**src/rtl/check_result_if.sv**
```systemverilog
// Avalon-MM write-master bus used by the result checker to store failure records.
interface check_result_if #(
    parameter int ADDR_WIDTH = 20,
    parameter int DATA_WIDTH = 16,
    parameter int BE_WIDTH   = DATA_WIDTH / 8
);
    logic [ADDR_WIDTH-1:0] address;
    logic [BE_WIDTH-1:0]   byteenable;
    logic                  write;
    logic [DATA_WIDTH-1:0] writedata;
    logic                  waitrequest;

    modport master (output address, byteenable, write, writedata, input waitrequest);
    modport slave  (input address, byteenable, write, writedata, output waitrequest);
endinterface

```
**src/rtl/check_result.sv**
```systemverilog
// Pops expected/received vector pairs, compares them under a mask and writes
// a 5-word failure record to the result area for every mismatch.
module check_result #(
    parameter int                    ADDR_WIDTH  = 20,
    parameter int                    DATA_WIDTH  = 16,
    parameter int                    BE_WIDTH    = DATA_WIDTH / 8,
    parameter int                    STF_WIDTH   = 24,
    parameter int                    CHF_WIDTH   = STF_WIDTH + ADDR_WIDTH,
    parameter int                    SCC_WIDTH   = 5,
    parameter int                    SCD_WIDTH   = 24,
    parameter logic [ADDR_WIDTH-1:0] RESULT_BASE = 20'h80000,
    parameter logic [ADDR_WIDTH-1:0] RES_WORDS   = 20'h10000,
    parameter int                    CNT_WIDTH   = 16
) (
    input  logic                 clock,
    input  logic                 reset_n,
    input  logic                 start,
    input  logic [CHF_WIDTH-1:0] cfifo_data,
    output logic                 cfifo_rdreq,
    input  logic                 cfifo_rdempty,
    input  logic [STF_WIDTH-1:0] rfifo_data,
    output logic                 rfifo_rdreq,
    input  logic                 rfifo_rdempty,
    input  logic [SCC_WIDTH-1:0] sc_cmd,
    input  logic [SCD_WIDTH-1:0] sc_data,
    output logic                 sc_ready,
    check_result_if.master       mem,
    output logic [CNT_WIDTH-1:0] vec_count,
    output logic [CNT_WIDTH-1:0] fail_count,
    output logic                 overflow,
    output logic                 idle
);

    typedef enum logic [1:0] {S_IDLE, S_LATCH, S_COMPARE, S_WRITE} state_t;

    localparam logic [SCC_WIDTH-1:0] CMD_SET_MASK = SCC_WIDTH'(1);

    state_t                r_state;
    logic [STF_WIDTH-1:0]  r_mask;
    logic [STF_WIDTH-1:0]  r_expected;
    logic [STF_WIDTH-1:0]  r_received;
    logic [ADDR_WIDTH-1:0] r_vec_addr;
    logic [CNT_WIDTH-1:0]  r_vec_count;
    logic [CNT_WIDTH-1:0]  r_fail_count;
    logic [ADDR_WIDTH-1:0] r_wptr;
    logic                  r_overflow;
    logic [2:0]            r_idx;

    logic w_cmd_set;
    logic w_pop;
    logic w_fail;
    logic w_room;

    function automatic logic [CNT_WIDTH-1:0] sat_inc(input logic [CNT_WIDTH-1:0] v);
        return (&v) ? v : v + 1'b1;
    endfunction

    function automatic logic [DATA_WIDTH-1:0] rec_word(
        input logic [2:0]            idx,
        input logic [ADDR_WIDTH-1:0] va,
        input logic [STF_WIDTH-1:0]  rcv,
        input logic [STF_WIDTH-1:0]  exp
    );
        case (idx)
            3'd0:    return va[15:0];
            3'd1:    return {va[19:16], 4'h0, rcv[23:16]};
            3'd2:    return rcv[15:0];
            3'd3:    return {8'h00, exp[23:16]};
            default: return exp[15:0];
        endcase
    endfunction

    // A command or start in IDLE blocks the pop for that cycle.
    assign w_cmd_set   = (r_state == S_IDLE) && (sc_cmd == CMD_SET_MASK);
    assign w_pop       = (r_state == S_IDLE) && !w_cmd_set && !start &&
                         !cfifo_rdempty && !rfifo_rdempty;
    assign w_fail      = |((r_received ^ r_expected) & r_mask);
    assign w_room      = (r_wptr <= RES_WORDS - ADDR_WIDTH'(5));

    assign cfifo_rdreq = w_pop;
    assign rfifo_rdreq = w_pop;
    assign sc_ready    = (r_state == S_IDLE);
    assign idle        = (r_state == S_IDLE) && cfifo_rdempty && rfifo_rdempty;
    assign vec_count   = r_vec_count;
    assign fail_count  = r_fail_count;
    assign overflow    = r_overflow;

    assign mem.byteenable = {BE_WIDTH{1'b1}};
    assign mem.write      = (r_state == S_WRITE);
    assign mem.address    = RESULT_BASE + r_wptr;
    assign mem.writedata  = (r_state == S_WRITE) ?
                            rec_word(r_idx, r_vec_addr, r_received, r_expected) : '0;

    always_ff @(posedge clock or negedge reset_n) begin
        if (!reset_n) begin
            r_state      <= S_IDLE;
            r_mask       <= '1;
            r_vec_count  <= '0;
            r_fail_count <= '0;
            r_wptr       <= '0;
            r_overflow   <= 1'b0;
            r_idx        <= '0;
        end else begin
            case (r_state)
                S_IDLE: begin
                    if (w_cmd_set) r_mask <= STF_WIDTH'(sc_data);
                    if (start) begin
                        r_vec_count  <= '0;
                        r_fail_count <= '0;
                        r_wptr       <= '0;
                        r_overflow   <= 1'b0;
                    end
                    if (w_pop) r_state <= S_LATCH;
                end
                S_LATCH: r_state <= S_COMPARE;
                S_COMPARE: begin
                    r_vec_count <= sat_inc(r_vec_count);
                    if (w_fail) begin
                        r_fail_count <= sat_inc(r_fail_count);
                        // A record is only started when all five words fit.
                        if (w_room) begin
                            r_idx   <= '0;
                            r_state <= S_WRITE;
                        end else begin
                            r_overflow <= 1'b1;
                            r_state    <= S_IDLE;
                        end
                    end else begin
                        r_state <= S_IDLE;
                    end
                end
                S_WRITE: begin
                    if (!mem.waitrequest) begin
                        r_wptr <= r_wptr + 1'b1;
                        r_idx  <= r_idx + 1'b1;
                        if (r_idx == 3'd4) r_state <= S_IDLE;
                    end
                end
                default: r_state <= S_IDLE;
            endcase
        end
    end

    // FIFO read data is valid the cycle after the pop.
    always_ff @(posedge clock) begin
        if (r_state == S_LATCH) begin
            r_expected <= cfifo_data[CHF_WIDTH-1:ADDR_WIDTH];
            r_vec_addr <= cfifo_data[ADDR_WIDTH-1:0];
            r_received <= rfifo_data;
        end
    end

endmodule

```
**src/flat_wrapper.sv**
```systemverilog
// flat-port wrapper written by rule: the top's interface ports become plain ports
module check_result_flat 
#(
    parameter int                    ADDR_WIDTH  = 20,
    parameter int                    DATA_WIDTH  = 16,
    parameter int                    BE_WIDTH    = DATA_WIDTH / 8,
    parameter int                    STF_WIDTH   = 24,
    parameter int                    CHF_WIDTH   = STF_WIDTH + ADDR_WIDTH,
    parameter int                    SCC_WIDTH   = 5,
    parameter int                    SCD_WIDTH   = 24,
    parameter logic [ADDR_WIDTH-1:0] RESULT_BASE = 20'h80000,
    parameter logic [ADDR_WIDTH-1:0] RES_WORDS   = 20'h10000,
    parameter int                    CNT_WIDTH   = 16
)
  (clock, reset_n, start, cfifo_data, cfifo_rdreq, cfifo_rdempty, rfifo_data, rfifo_rdreq, rfifo_rdempty, sc_cmd, sc_data, sc_ready, vec_count, fail_count, overflow, idle, mem_address, mem_byteenable, mem_write, mem_writedata, mem_waitrequest);
  check_result_if #(.ADDR_WIDTH(ADDR_WIDTH), .DATA_WIDTH(DATA_WIDTH), .BE_WIDTH(BE_WIDTH)) mem_i ();
  input  logic clock;
  input  logic reset_n;
  input  logic start;
  input  logic [CHF_WIDTH-1:0] cfifo_data;
  output logic cfifo_rdreq;
  input  logic cfifo_rdempty;
  input  logic [STF_WIDTH-1:0] rfifo_data;
  output logic rfifo_rdreq;
  input  logic rfifo_rdempty;
  input  logic [SCC_WIDTH-1:0] sc_cmd;
  input  logic [SCD_WIDTH-1:0] sc_data;
  output logic sc_ready;
  output logic [CNT_WIDTH-1:0] vec_count;
  output logic [CNT_WIDTH-1:0] fail_count;
  output logic overflow;
  output logic idle;
  output wire logic [$bits(mem_i.address)-1:0] mem_address;
  output wire logic [$bits(mem_i.byteenable)-1:0] mem_byteenable;
  output wire logic [$bits(mem_i.write)-1:0] mem_write;
  output wire logic [$bits(mem_i.writedata)-1:0] mem_writedata;
  input wire logic [$bits(mem_i.waitrequest)-1:0] mem_waitrequest;
  assign mem_address = mem_i.address;
  assign mem_byteenable = mem_i.byteenable;
  assign mem_write = mem_i.write;
  assign mem_writedata = mem_i.writedata;
  assign mem_i.waitrequest = mem_waitrequest;
  check_result #(.ADDR_WIDTH(ADDR_WIDTH), .DATA_WIDTH(DATA_WIDTH), .BE_WIDTH(BE_WIDTH), .STF_WIDTH(STF_WIDTH), .CHF_WIDTH(CHF_WIDTH), .SCC_WIDTH(SCC_WIDTH), .SCD_WIDTH(SCD_WIDTH), .RESULT_BASE(RESULT_BASE), .RES_WORDS(RES_WORDS), .CNT_WIDTH(CNT_WIDTH)) u_core (.clock(clock), .reset_n(reset_n), .start(start), .cfifo_data(cfifo_data), .cfifo_rdreq(cfifo_rdreq), .cfifo_rdempty(cfifo_rdempty), .rfifo_data(rfifo_data), .rfifo_rdreq(rfifo_rdreq), .rfifo_rdempty(rfifo_rdempty), .sc_cmd(sc_cmd), .sc_data(sc_data), .sc_ready(sc_ready), .mem(mem_i), .vec_count(vec_count), .fail_count(fail_count), .overflow(overflow), .idle(idle));
endmodule
```
**config.mk**
```make
export PLATFORM = sky130hd
export DESIGN_NAME = check_result_flat
export DESIGN_NICKNAME = d
export VERILOG_FILES = /design/src/rtl/check_result_if.sv /design/src/rtl/check_result.sv /design/src/flat_wrapper.sv
export SDC_FILE = /design/constraint.sdc
export NUM_CORES = 1
export LEC_CHECK = 0
export ABC_AREA = 1
export CAP_MARGIN = 20
export CELL_PAD_IN_SITES_DETAIL_PLACEMENT = 1
export CELL_PAD_IN_SITES_GLOBAL_PLACEMENT = 2
export CORE_UTILIZATION = 32
export DETAILED_ROUTE_END_ITERATION = 12
export GPL_TIMING_DRIVEN = 0
export PLACE_DENSITY_LB_ADDON = 0.1
export SYNTH_ARGS = -nofsm -noshare
export SYNTH_HDL_FRONTEND = slang
export SYNTH_SLANG_ARGS = --single-unit
```
**constraint.sdc**
```tcl
create_clock -name clock -period 6.2 [get_ports clock]
set_input_delay 0.93 -clock clock [delete_from_list [all_inputs] [get_ports clock]]
set_output_delay 0.93 -clock clock [all_outputs]
set_load 0.01 [all_outputs]
```
[Yosys cells after proc, flatten, opt, wreduce, memory -nomap -nowiden]
Cells that the tools add are included.
Cells by class
  multiplexer cells: 25
  order comparisons: 1
  $add $sub $neg: 5
  bitwise operators: 2
  equal/unequal tests: 17
  reduce and logical (&&, ||, !) cells: 26
Operator list (number)
  16-bit 2-to-1 mux: 5
  16-bit one-hot mux with 2 select lines: 2
  16-bit one-hot mux with 4 select lines: 1
  20-bit 2-to-1 mux: 2
  20-bit one-hot mux with 2 select lines: 1
  16-bit by 1-bit adder with 16-bit output (second input constant): 2
  16-bit AND reduction: 2
  24-bit bitwise AND: 1
  24-bit OR reduction: 1
  24-bit XOR: 1
  20-bit by 1-bit adder with 20-bit output (second input constant): 1
  20-bit adder (first input constant): 1
  20-bit by 16-bit <= comparator with 1-bit output (second input constant): 1
  2-bit != test (second input constant): 6
  4-bit AND reduction: 3
  2-bit 2-to-1 mux: 5
  3-bit 2-to-1 mux: 3
  3-bit AND reduction: 3
  2-bit one-hot mux with 4 select lines: 1
  1-bit logical AND: 7
  3-bit by 2-bit == test with 1-bit output (second input constant): 2
  2-bit by 1-bit != test with 1-bit output (second input constant): 3
  3-bit one-hot mux with 2 select lines: 1
  2-bit nonzero test: 3
  12 further kinds: 18
Word-level totals
  output and inout bits: 76
  bits of input ports: 103
  register bits: 150
  logic and storage cells: 86

[Longest topological paths before layout]
Gate-level depths: netlist (run 1).
  word-level depth: 9
  gate-level depth with buffers: 12
  gate-level depth less buffers: 11

[Least setup slack after synthesis (run 1)]
Ideal clock, no wire load.
  path kind: reg-to-reg
  start point: register u_core.r_state[0]
  end point: register u_core.r_expected[0], enable pin
  arrival time: 3.382 ns
  buffers on the path: 0
  library setup time: 0.495 ns
  stages on the path, launching flop included: 3
  required time: 5.705 ns
  period minus slack after synthesis: 3.878 ns
  path slack: 2.322 ns
  path through: dfrtp_1 > inv_1 > nor2_1
On the way
  cells in the longest elaborated chain, start to end: 1
Ends and longest elaborated chain
  start, declared: RTL line check_result.sv:38  | state_t r_state;
  start signal, assigned: RTL line check_result.sv:96  | r_state <= S_IDLE;
  start signal, assigned: RTL line check_result.sv:113  | if (w_pop) r_state <= S_LATCH;
  start signal, assigned: RTL line check_result.sv:115  | S_LATCH: r_state <= S_COMPARE;
  2-bit by 1-bit == test with 1-bit output: RTL line check_result.sv:146  | if (r_state == S_LATCH) begin
  end signal, assigned: RTL line check_result.sv:147  | r_expected <= cfifo_data[CHF_WIDTH-1:ADDR_WIDTH];
  end, declared: RTL line check_result.sv:40  | logic [STF_WIDTH-1:0] r_expected;
Every way passes these cells.
A chain may end at the register's enable or synchronous reset.

[Worst setup path in the final report (run 1)]
  start point: register u_core.r_idx[0]
  end point: output mem_writedata[11]
On the way
  cells in the longest elaborated chain, start to end: 3
  elaborated cells on any way between the ends: 6
  classes of those cells: 3 x eq/ne; 2 x mux; 1 x reduce/logical
Ends and longest elaborated chain
  start, declared: RTL line check_result.sv:47  | logic [2:0] r_idx;
  start signal, assigned: RTL line check_result.sv:135  | r_idx <= r_idx + 1'b1;
  3-bit by 2-bit == test with 1-bit output, or another cell as far along: RTL line check_result.sv:64  | case (idx)
  16-bit one-hot mux with 4 select lines *: RTL line check_result.sv:64
  16-bit 2-to-1 mux *: RTL line check_result.sv:91  | assign mem.writedata = (r_state == S_WRITE) ?
  end, declared: RTL line flat_wrapper.sv:36  | output wire logic [$bits(mem_i.writedata)-1:0] mem_writedata;
Mark *: on every way between the ends. The rest lies on a longest branch, timed or not.

==> flow_summary.toml, run 1 <==
[drt]
routed_via_density = 4.664
drtIter0Drc = 192
wire_per_inst_um = 16.51
wl_mm = 22.37
drc = 0
via_count = 6320
detail-route-antenna-nets = 0
drt_pass1_iterations = 4

[grt]
grt-ovfl-total = 0
grt_max_degree = 58
grtUsageMet3 = 0.03649
grtUsageMet1 = 0.2580
antenna_found_initial = 0
grt.total_usage = 0.1964
grt_pass1_vias = 6670
met2_usage = 0.3342
grt_pass1_wl_mm = 35.94
busiest_layer = "met2"

[layout]
layout-drive-gt1-share = 0.1374
fin_area_um2 = 10390
filler_cell_count = 2674
finish.utilization = 0.4548
seqCellArea_um2 = 4124
nets = 1139
multi_input_area_um2 = 2820
area_growth_pct = 37.92

[power_and_ir_drop]
swShare = 0.3641
p_per_area_nw_per_um2 = 396.0
comb_power_share = 0.352
pwr-share-clk = 0.269
p_int_mw = 2.617
p_seq_frac = 0.378
ir_drop_v = 0.0001825
power.leakage_nw = 4.291
p_sw_mw = 1.498

[clocking]
postCtsHoldBufs = 0
cts_buffer_depth = 2
cts_resized = 0
clk_latency_ns = 0.42
cts_tree = "yes"
clk_pin_slew_ns = 0.07
cts_setup_buffers = 0
cts_sinks = 150
htree_levels = 4
clockRootBuffer = "clkbuf_16"
cts_made_buffers = 17

[min_path]
worst_hold_path_type = "in2async"

[sta]
finalSetupViolCount = 0
hold_violations = 0
report.final.slew_viol_count = 0
skew_ns = 0.01322
relSlewSlack = 0.5217
period_needed_ns = 4.227
fin_ws_ns = 1.973
fin_tns_setup_ns = 0
fin_crit_sh = 0.6817
clock.fmax_mhz = 236.6
max_slew.worst_pin.slew_ns = 0.7109
rsz0062_at_grt = "false"

[run]
maxCapViolCount = 0

[placement]
dpl_cell_area_um2 = 9771
post-place-ws_ns = 2.307
numPortBuffers = 176
routabilityCongestion = 0.7824
dp_hpwl_mm = 16.61

[synthesis]
synth_ff_type = "edfxtp_1"
postSynth.asyncResetShare = 0.5467
yosysTopAreaCell = "edfxtp_1"
ys_seq_area_frac = 0.5474
syn_avg_cell_area_um2 = 9.087
synth_edf_count = 68
yosys_warnings = 0
syn_area_um2 = 7533
yosysUniqueCellTypes = 43
synth_top_area_frac = 0.2711
ys_ff_latch = 150
yosys-top-cells-area = "edfxtp_1, dfrtp_1, nand2_1, dfstp_2, inv_1"
postSynthCellCount = 829

[setup_path]
worstSetupPathType = "reg2out"
critPathArrivalTime_ns = 3.30
required_ns = 5.27
start_kind = "register"
cp-end-kind = "primary output"
critPathMaxFanout = 10

[floorplan]
initial_core_util = 0.3297
core_um2 = 22850
io_pins = 179
die_h_um = 155.4
rows = 55
dieArea_um2 = 24160
die_x_um = 155.4

[outcome]
status = "finished, final reports clean"
path summary, 6_finish.rpt:
check	start	to	slack, ns	cells past startpoint
setup / recovery	u_core.r_idx[0]	mem_writedata[11]	1.97	10
hold / removal	reset_n	u_core.r_wptr[9]	0.45	1
setup reg to reg	u_core.r_received[8]	u_core.r_idx[2]	4.19	11
hold reg to reg	u_core.r_mask[1]	u_core.r_mask[1]	0.48	2
max in group asynchronous	reset_n	u_core.r_mask[16]	5.09	2
min in group clock	u_core.r_mask[1]	u_core.r_mask[1]	0.48	2
metrics by stage:
stage	cells	hold slack, ns	power [mW]
5_1_grt	1354	0.4562	4.394
2_1_floorplan	830	0.4514	2.366
3_3_place_gp	1319	0.4702	3.016
3_5_place_dp	1322	0.4735	3.055
6_report	1355	0.4500	4.114
4_1_cts	1354	0.4358	4.193
cell families (layout without fill, tap and decap cells):
kind of cell,Yosys count,in the layout,synth area share
and+or+nand+nor,410,410,0.2360
DFF,150,150,0.5474
buffers and inverters,133,344,0.07972
AOI/OAI and AO/OA,89,89,0.07125
muxes,23,23,0.03438
xor gates and xnor gates,15,15,0.01744
adders and majority gates,8,8,0.01329
other,1,3,0.0004978
cell usage after synthesis, types with 9 or more instances:
library cell,number
nand2_1,211
inv_1,89
nor2_1,80
edfxtp_1,68
nand3_1,64
dfrtp_1,58
a21oi_1,29
o21ai_0,25
dfstp_2,24
buf_4,23
mux2_2,23
nor3_1,17
xor2_1,14
a221oi_1,11
nand4_1,9
cell type report:
type,instances,area share
Timing Repair Buffer,179,0.1765
Buffer,38,0.02336
Multi-Input combinational cell,547,0.2714
Clock inverter,14,0.01806
Antenna cell,1,0.0002408
Clock buffer,18,0.04131
Inverter,95,0.03444
Sequential cell,150,0.3969
Tap cell,313,0.03769
layout by cell type (no fill, tap or decap), drive strengths merged, types with 2 or more instances in the layout:
cell	count
inv	102
clkdlybuf4s50	175
mux2	23
nand3b	3
nor3	18
nand3	65
a31oi	7
dfstp	24
clkinvlp	3
dfrtp	58
conb	2
o31ai	2
a221oi	11
nor4	2
o22ai	7
nor2	89
nand4	9
clkbuf	24
o21ai	27
bufinv	3
edfxtp	68
or2	3
nand2	220
buf	36
a41oi	2
xor2	14
ha	8
a21oi	30
layer usage:
| metal | routed length (um) | vias up | share of wire |
|---|---|---|---|
| met5 | 0 | - | 0 |
| met2 | 10790 | 131 | 0.48 |
| met4 | 165 | 0 | 0.0074 |
| li1 | - | 3125 | - |
| met3 | 1030 | 12 | 0.046 |
| met1 | 10380 | 3052 | 0.46 |
registers in the layout, summed over array words and instances (netlist names):
| name | count |
|---|---|
| u_core.fail_count | 16 |
| u_core.r_vec_addr | 20 |
| u_core.r_mask | 24 |
| u_core.vec_count | 16 |
| u_core.r_state | 2 |
| u_core.r_expected | 24 |
| u_core.r_wptr | 20 |
| u_core.r_received | 24 |
| u_core.r_idx | 3 |
| u_core.overflow | 1 |
power groups by stage:
stage                     clock network, mW  registers [mW]  logic (mW)
after floorplan                           0            1.55       0.811
after global placement                    0            1.60        1.42
after detailed placement                  0            1.58        1.48
after CTS                              1.15            1.56        1.49
after global routing                   1.18            1.60        1.62
final                                  1.11            1.56        1.45
critical path: stages (launching register included):
cell             delay [ns]
dfrtp_1                0.43
ha_1                   0.22
ha_1                   0.17
buf_1                  0.28
nor2_1                 0.18
nand3_1                0.08
inv_1                  0.32
buf_2                  0.36
nand2_1                0.09
a31oi_1                0.19
clkdlybuf4s50_1        0.57
Power figures use the tool's default switching activity.
==> run 2, diff against run 1 <==
--- a/config.mk
+++ b/config.mk
@@ -9,7 +9,7 @@
 export CAP_MARGIN = 20
 export CELL_PAD_IN_SITES_DETAIL_PLACEMENT = 1
 export CELL_PAD_IN_SITES_GLOBAL_PLACEMENT = 2
-export CORE_UTILIZATION = 32
+export CORE_UTILIZATION = 27
 export DETAILED_ROUTE_END_ITERATION = 12
 export GPL_TIMING_DRIVEN = 0
 export PLACE_DENSITY_LB_ADDON = 0.1
==> constraint.sdc (replaced) <==
create_clock -name clock -period 3.4 [get_ports clock]
set_input_delay 0.51 -clock clock [delete_from_list [all_inputs] [get_ports clock]]
set_output_delay 0.51 -clock clock [all_outputs]
set_load 0.01 [all_outputs]
==> run 2 against run 1 <==
- clock skew increased by 0.0021 ns
- sequential power increased by 82%
- combinational power increased by 90%
- flip-flop and latch count unchanged
- clock-buffer cell count unchanged
- clock power increased by 71%
==> flow_summary.toml, run 2 (synthesis results as in run 1) <==
[floorplan]
die_h_um = 169.0
dieArea_um2 = 28570
io_pins = 179
initial_core_util = 0.2772
rows = 60
die_x_um = 169.0
core_um2 = 27180

[power_and_ir_drop]
p_int_mw = 4.645
ir_drop_v = 0.0003407
pwr-share-clk = 0.254
power.leakage_nw = 4.290
p_per_area_nw_per_um2 = 713.6
p_sw_mw = 2.845
p_seq_frac = 0.379
swShare = 0.3799
comb_power_share = 0.367

[drt]
drtIter0Drc = 244
detail-route-antenna-nets = 0
drc = 0
routed_via_density = 4.451
wl_mm = 23.51
drt_pass1_iterations = 6
wire_per_inst_um = 16.60
via_count = 6303

[clocking]
cts_buffer_depth = 2
clockRootBuffer = "clkbuf_16"
cts_tree = "yes"
clk_latency_ns = 0.42
cts_sinks = 150
clk_pin_slew_ns = 0.08
cts_made_buffers = 17
htree_levels = 4

[placement]
post-place-ws_ns = -0.1020
routabilityCongestion = 0.7318
dp_hpwl_mm = 17.40
numPortBuffers = 176
dp_cells = 1381

[setup_path]
required_ns = 2.89
cp-end-kind = "primary output"
path_cells = "ha_1 -> ha_2 -> nor2_1 -> nand3_1 -> clkinvlp_4 -> buf_6 -> nand2_1 -> a21oi_1 -> clkdlybuf4s50_1"
crit_slowest_cell = "clkdlybuf4s50_1"
critPathMaxFanout = 10
cp_slowest_stage_delay_ns = 0.59
start_kind = "register"
worstSetupPathType = "reg2out"
critPathArrivalTime_ns = 2.68

[sta]
fin_ws_ns = 0.2058
fin_tns_setup_ns = 0
skew_ns = 0.01536
max_slew.worst_pin.slew_ns = 0.7008
worst_hold_slack_ns = 0.03693
fin_crit_sh = 0.9395
relSlewSlack = 0.5317
clock.fmax_mhz = 313.1
period_needed_ns = 3.194
hold_violations = 0
rsz0062_at_grt = "false"
finalSetupViolCount = 0
report.final.slew_viol_count = 0

[grt]
grt_pass1_wl_mm = 37.47
grt-ovfl-total = 0
grt.total_usage = 0.1727
antenna_found_initial = 0
grt_pass1_vias = 6601
grt_max_degree = 59

[layout]
diodes = 0
fin_cells = 1416
nets = 1142
area_growth_pct = 39.31
mostFrequentLayoutCell = "nand2_1"
finish.utilization = 0.3862
reg_top3 = "u_core.r_expected (24), u_core.r_mask (24), u_core.r_received (24)"
layout-drive-gt1-share = 0.1485
final_cell_mix = "nand2_1, clkdlybuf4s50_1, inv_1, nor2_1, edfxtp_1"

[min_path]
worst_hold_path_type = "in2async"

[outcome]
status = "finished, final reports clean"

[run]
maxCapViolCount = 0
## run 2: path summary, 6_finish.rpt
kind	start	end	slack, ns	cells after the start
hold / removal	reset_n	u_core.r_wptr[7]	0.04	1
setup reg to reg	u_core.r_expected[8]	u_core.fail_count[13]	1.34	11
setup / recovery	u_core.r_idx[0]	mem_writedata[5]	0.21	9
min in group clock	u_core.r_mask[1]	u_core.r_mask[1]	0.49	2
hold reg to reg	u_core.r_mask[1]	u_core.r_mask[1]	0.49	2
max in group asynchronous	reset_n	u_core.r_mask[23]	2.68	2
## run 2: layout make-up
| cell class | instances | area (um^2) |
|---|---|---|
| Multi-Input combinational cell | 547 | 2830 |
| Tap cell | 372 | 465.4 |
| Timing Repair Buffer | 183 | 1864 |
| Clock inverter | 14 | 161.4 |
| Inverter | 95 | 369.1 |
| Fill cell | 3159 | 16680 |
| Clock buffer | 18 | 429.2 |
| Buffer | 37 | 251.5 |
| Sequential cell | 150 | 4124 |
## run 2: worst max-delay path, delay by kind of cell (launching register included)
kind            cells  cell delay, ns
simple gates        3            0.31
fa+ha+maj           2            0.49
compound gates      1            0.15
flops               1            0.43
buf+inv             3            0.88
## run 2: through the flow
stage	area (um^2)	power (mW)
finish	10500	7.490
global route	10500	8.030
CTS	10460	7.608
detailed placement	9844	5.619
global placement	9767	5.545
floorplan	7540	4.303
## run 2: what timing repair did
item,in CTS,in global routing
hold buffers,0,0
endpoints found under the setup margin,16,13
setup buffers,1,3
gates resized for setup,7,6
endpoints found under the hold margin,0,0
## run 2: metal layers
layer	up-vias	track usage	part of all wire
met5	-	0	0
met4	0	0.03643	0.0051
met3	8	0.02619	0.027
met2	109	0.2952	0.49
met1	3050	0.2308	0.48
li1	3136	-	-
## run 2: power by group through the flow
stage / Sequential, mW / Combinational (mW) / Clock (mW)
after floorplan: 2.82 / 1.48 / 0
after global placement: 2.90 / 2.64 / 0
after detailed placement: 2.88 / 2.74 / 0
after CTS: 2.85 / 2.78 / 1.98
after global routing: 2.91 / 3.08 / 2.05
final: 2.84 / 2.75 / 1.90
==> run 3, diff against run 2 <==
--- a/config.mk
+++ b/config.mk
@@ -9,6 +9,8 @@
 export CAP_MARGIN = 20
 export CELL_PAD_IN_SITES_DETAIL_PLACEMENT = 1
 export CELL_PAD_IN_SITES_GLOBAL_PLACEMENT = 2
+export CORE_ASPECT_RATIO = 0.6
+export CORE_MARGIN = 4
 export CORE_UTILIZATION = 27
 export DETAILED_ROUTE_END_ITERATION = 12
 export GPL_TIMING_DRIVEN = 0
==> run 3 against run 2 <==
- via count up 0.51%
- worst setup slack worse by 0.024 ns
- hold slack better by 0.44 ns
- sequential share of layout area up 0.24 points
- combinational power grew 2%
- core utilization fell by 0.71 points
- global-route usage down 0.41 points
- sequential power is essentially flat
- clock skew shrank 0.0034 ns
- register-to-register slack lost 0.06 ns
- final area down 0.60%
- total power decreased by 1.9%
- critical endpoint is now mem_writedata[6]
- largest power group unchanged
==> flow_summary.toml, run 3 (synthesis results as in run 1) <==
[outcome]
status = "finished, final reports clean"

[sta]
period_needed_ns = 3.218
finalSetupViolCount = 0
max_slew.worst_pin.slew_ns = 0.7269
hold_violations = 0
skew_ns = 0.01193
fin_crit_sh = 0.9466
relSlewSlack = 0.5109
worst_hold_slack_ns = 0.4757
rsz0062_at_grt = "false"
fin_ws_ns = 0.1817
clock.fmax_mhz = 310.7
report.final.slew_viol_count = 0

[layout]
layout-drive-gt1-share = 0.1426
finish.utilization = 0.3791
mostFrequentLayoutCell = "nand2_1"
reg_top3 = "u_core.r_expected (24), u_core.r_mask (24), u_core.r_received (24)"
nets = 1143
area_growth_pct = 38.48
diodes = 0
multi_input_area_um2 = 2830
final_cell_mix = "nand2_1, clkdlybuf4s50_1, inv_1, nor2_1, edfxtp_1"
seqCellArea_um2 = 4124
fin_area_um2 = 10430
filler_cell_count = 3164

[drt]
via_count = 6335
wire_per_inst_um = 17.90
wl_mm = 25.27
drt_pass1_iterations = 4
routed_via_density = 4.487
detail-route-antenna-nets = 0
drc = 0
drtIter0Drc = 292

[setup_path]
cp-end-kind = "primary output"
worstSetupPathType = "reg2out"
critPathMaxFanout = 10
required_ns = 2.89
start_kind = "register"
critPathArrivalTime_ns = 2.71

[power_and_ir_drop]
p_per_area_nw_per_um2 = 704.2
swShare = 0.3803
p_seq_frac = 0.387
finalPower_mw = 7.347
comb_power_share = 0.381
p_sw_mw = 2.794
pwr-share-clk = 0.231
power.leakage_nw = 4.439
p_int_mw = 4.553
ir_drop_v = 0.0002719

[floorplan]
die_x_um = 223.6
core_um2 = 27520
rows = 47
initial_core_util = 0.2737
die_h_um = 137.4
dieArea_um2 = 30730
io_pins = 179

[grt]
grt_pass1_vias = 6485
grt_max_degree = 58
grt.total_usage = 0.1686
grt-ovfl-total = 0
antenna_found_initial = 0
grt_pass1_wl_mm = 38.85

[clocking]
cts_made_buffers = 17
cts_tree = "yes"
cts_sinks = 150
cts_buffer_depth = 2
clk_latency_ns = 0.44
clk_pin_slew_ns = 0.06
clockRootBuffer = "clkbuf_16"
htree_levels = 4

[placement]
numPortBuffers = 176
dp_hpwl_mm = 19.39
post-place-ws_ns = -0.1310
routabilityCongestion = 0.7667
dpl_cell_area_um2 = 9831

[run]
maxCapViolCount = 0

[min_path]
worst_hold_path_type = "reg2reg"
[run 3: cell types whose count changed in the layout (fill, tap and decap cells not counted), sizes merged]
cell,delta
clkbuf,+3
dlymetal6s2s,+12
clkinvlp,+3
dlygate4sd3,+1
inv,-7
clkdlybuf4s50,-12
clkinv,+1
[run 3: layout make-up]
| cell class | count | area share |
|---|---|---|
| tap | 367 | 0.04402 |
| inverter | 95 | 0.03538 |
| multi-input combinational | 547 | 0.2713 |
| sequential | 150 | 0.3953 |
| clock inverter | 11 | 0.005877 |
| buffer | 37 | 0.02411 |
| clock buffer | 21 | 0.04222 |
| timing repair buffer | 184 | 0.1818 |
[run 3: power by group through the flow]
stage	Combinational, mW	Sequential, mW	Clock [mW]
detailed placement	2.78	2.88	0
finish	2.80	2.84	1.70
CTS	2.87	2.85	1.76
global placement	2.68	2.90	0
global route	3.10	2.91	1.84
floorplan	1.48	2.82	0
[run 3: metal layers]
| metal | wire length, um | track usage | up-vias |
|---|---|---|---|
| li1 | - | - | 3142 |
| met1 | 13230 | 0.2515 | 3072 |
| met2 | 10670 | 0.2464 | 106 |
| met3 | 1159 | 0.04259 | 15 |
| met4 | 214 | 0.03695 | 0 |
| met5 | 0 | 0 | - |
[run 3: critical path, stage by stage, from the launching register on]
cell	delay (ns)
dfrtp_1	0.43
ha_1	0.22
ha_2	0.26
nor2_1	0.14
nand3_1	0.12
clkinvlp_4	0.14
buf_6	0.18
nand2_1	0.06
a21oi_1	0.16
clkdlybuf4s50_1	0.56
[run 3: path summary, 6_finish.rpt]
check / start / end / slack, ns / cells after the start
setup / recovery: u_core.r_idx[0] / mem_writedata[6] / 0.18 / 9
hold / removal: u_core.r_mask[1] / u_core.r_mask[1] / 0.48 / 2
setup reg to reg: u_core.r_expected[18] / u_core.fail_count[13] / 1.28 / 8
hold reg to reg: u_core.r_mask[1] / u_core.r_mask[1] / 0.48 / 2
max in group asynchronous: reset_n / u_core.r_mask[9] / 2.15 / 3
min in group asynchronous: reset_n / u_core.vec_count[5] / 0.55 / 2
[run 3: through the flow]
step / instances / TNS, ns
after floorplan: 830 / 0
after global placement: 1373 / -156.49
after detailed placement: 1376 / -0.8444
after CTS: 1412 / 0
after global routing: 1412 / 0
final: 1412 / 0
[run 3: what timing repair did]
item / CTS / global route
gates resized for setup: 10 / 14
endpoints found under the hold margin: 7 / 0
hold buffers: 1 / 0
setup buffers: 4 / 0
endpoints found under the setup margin: 16 / 14
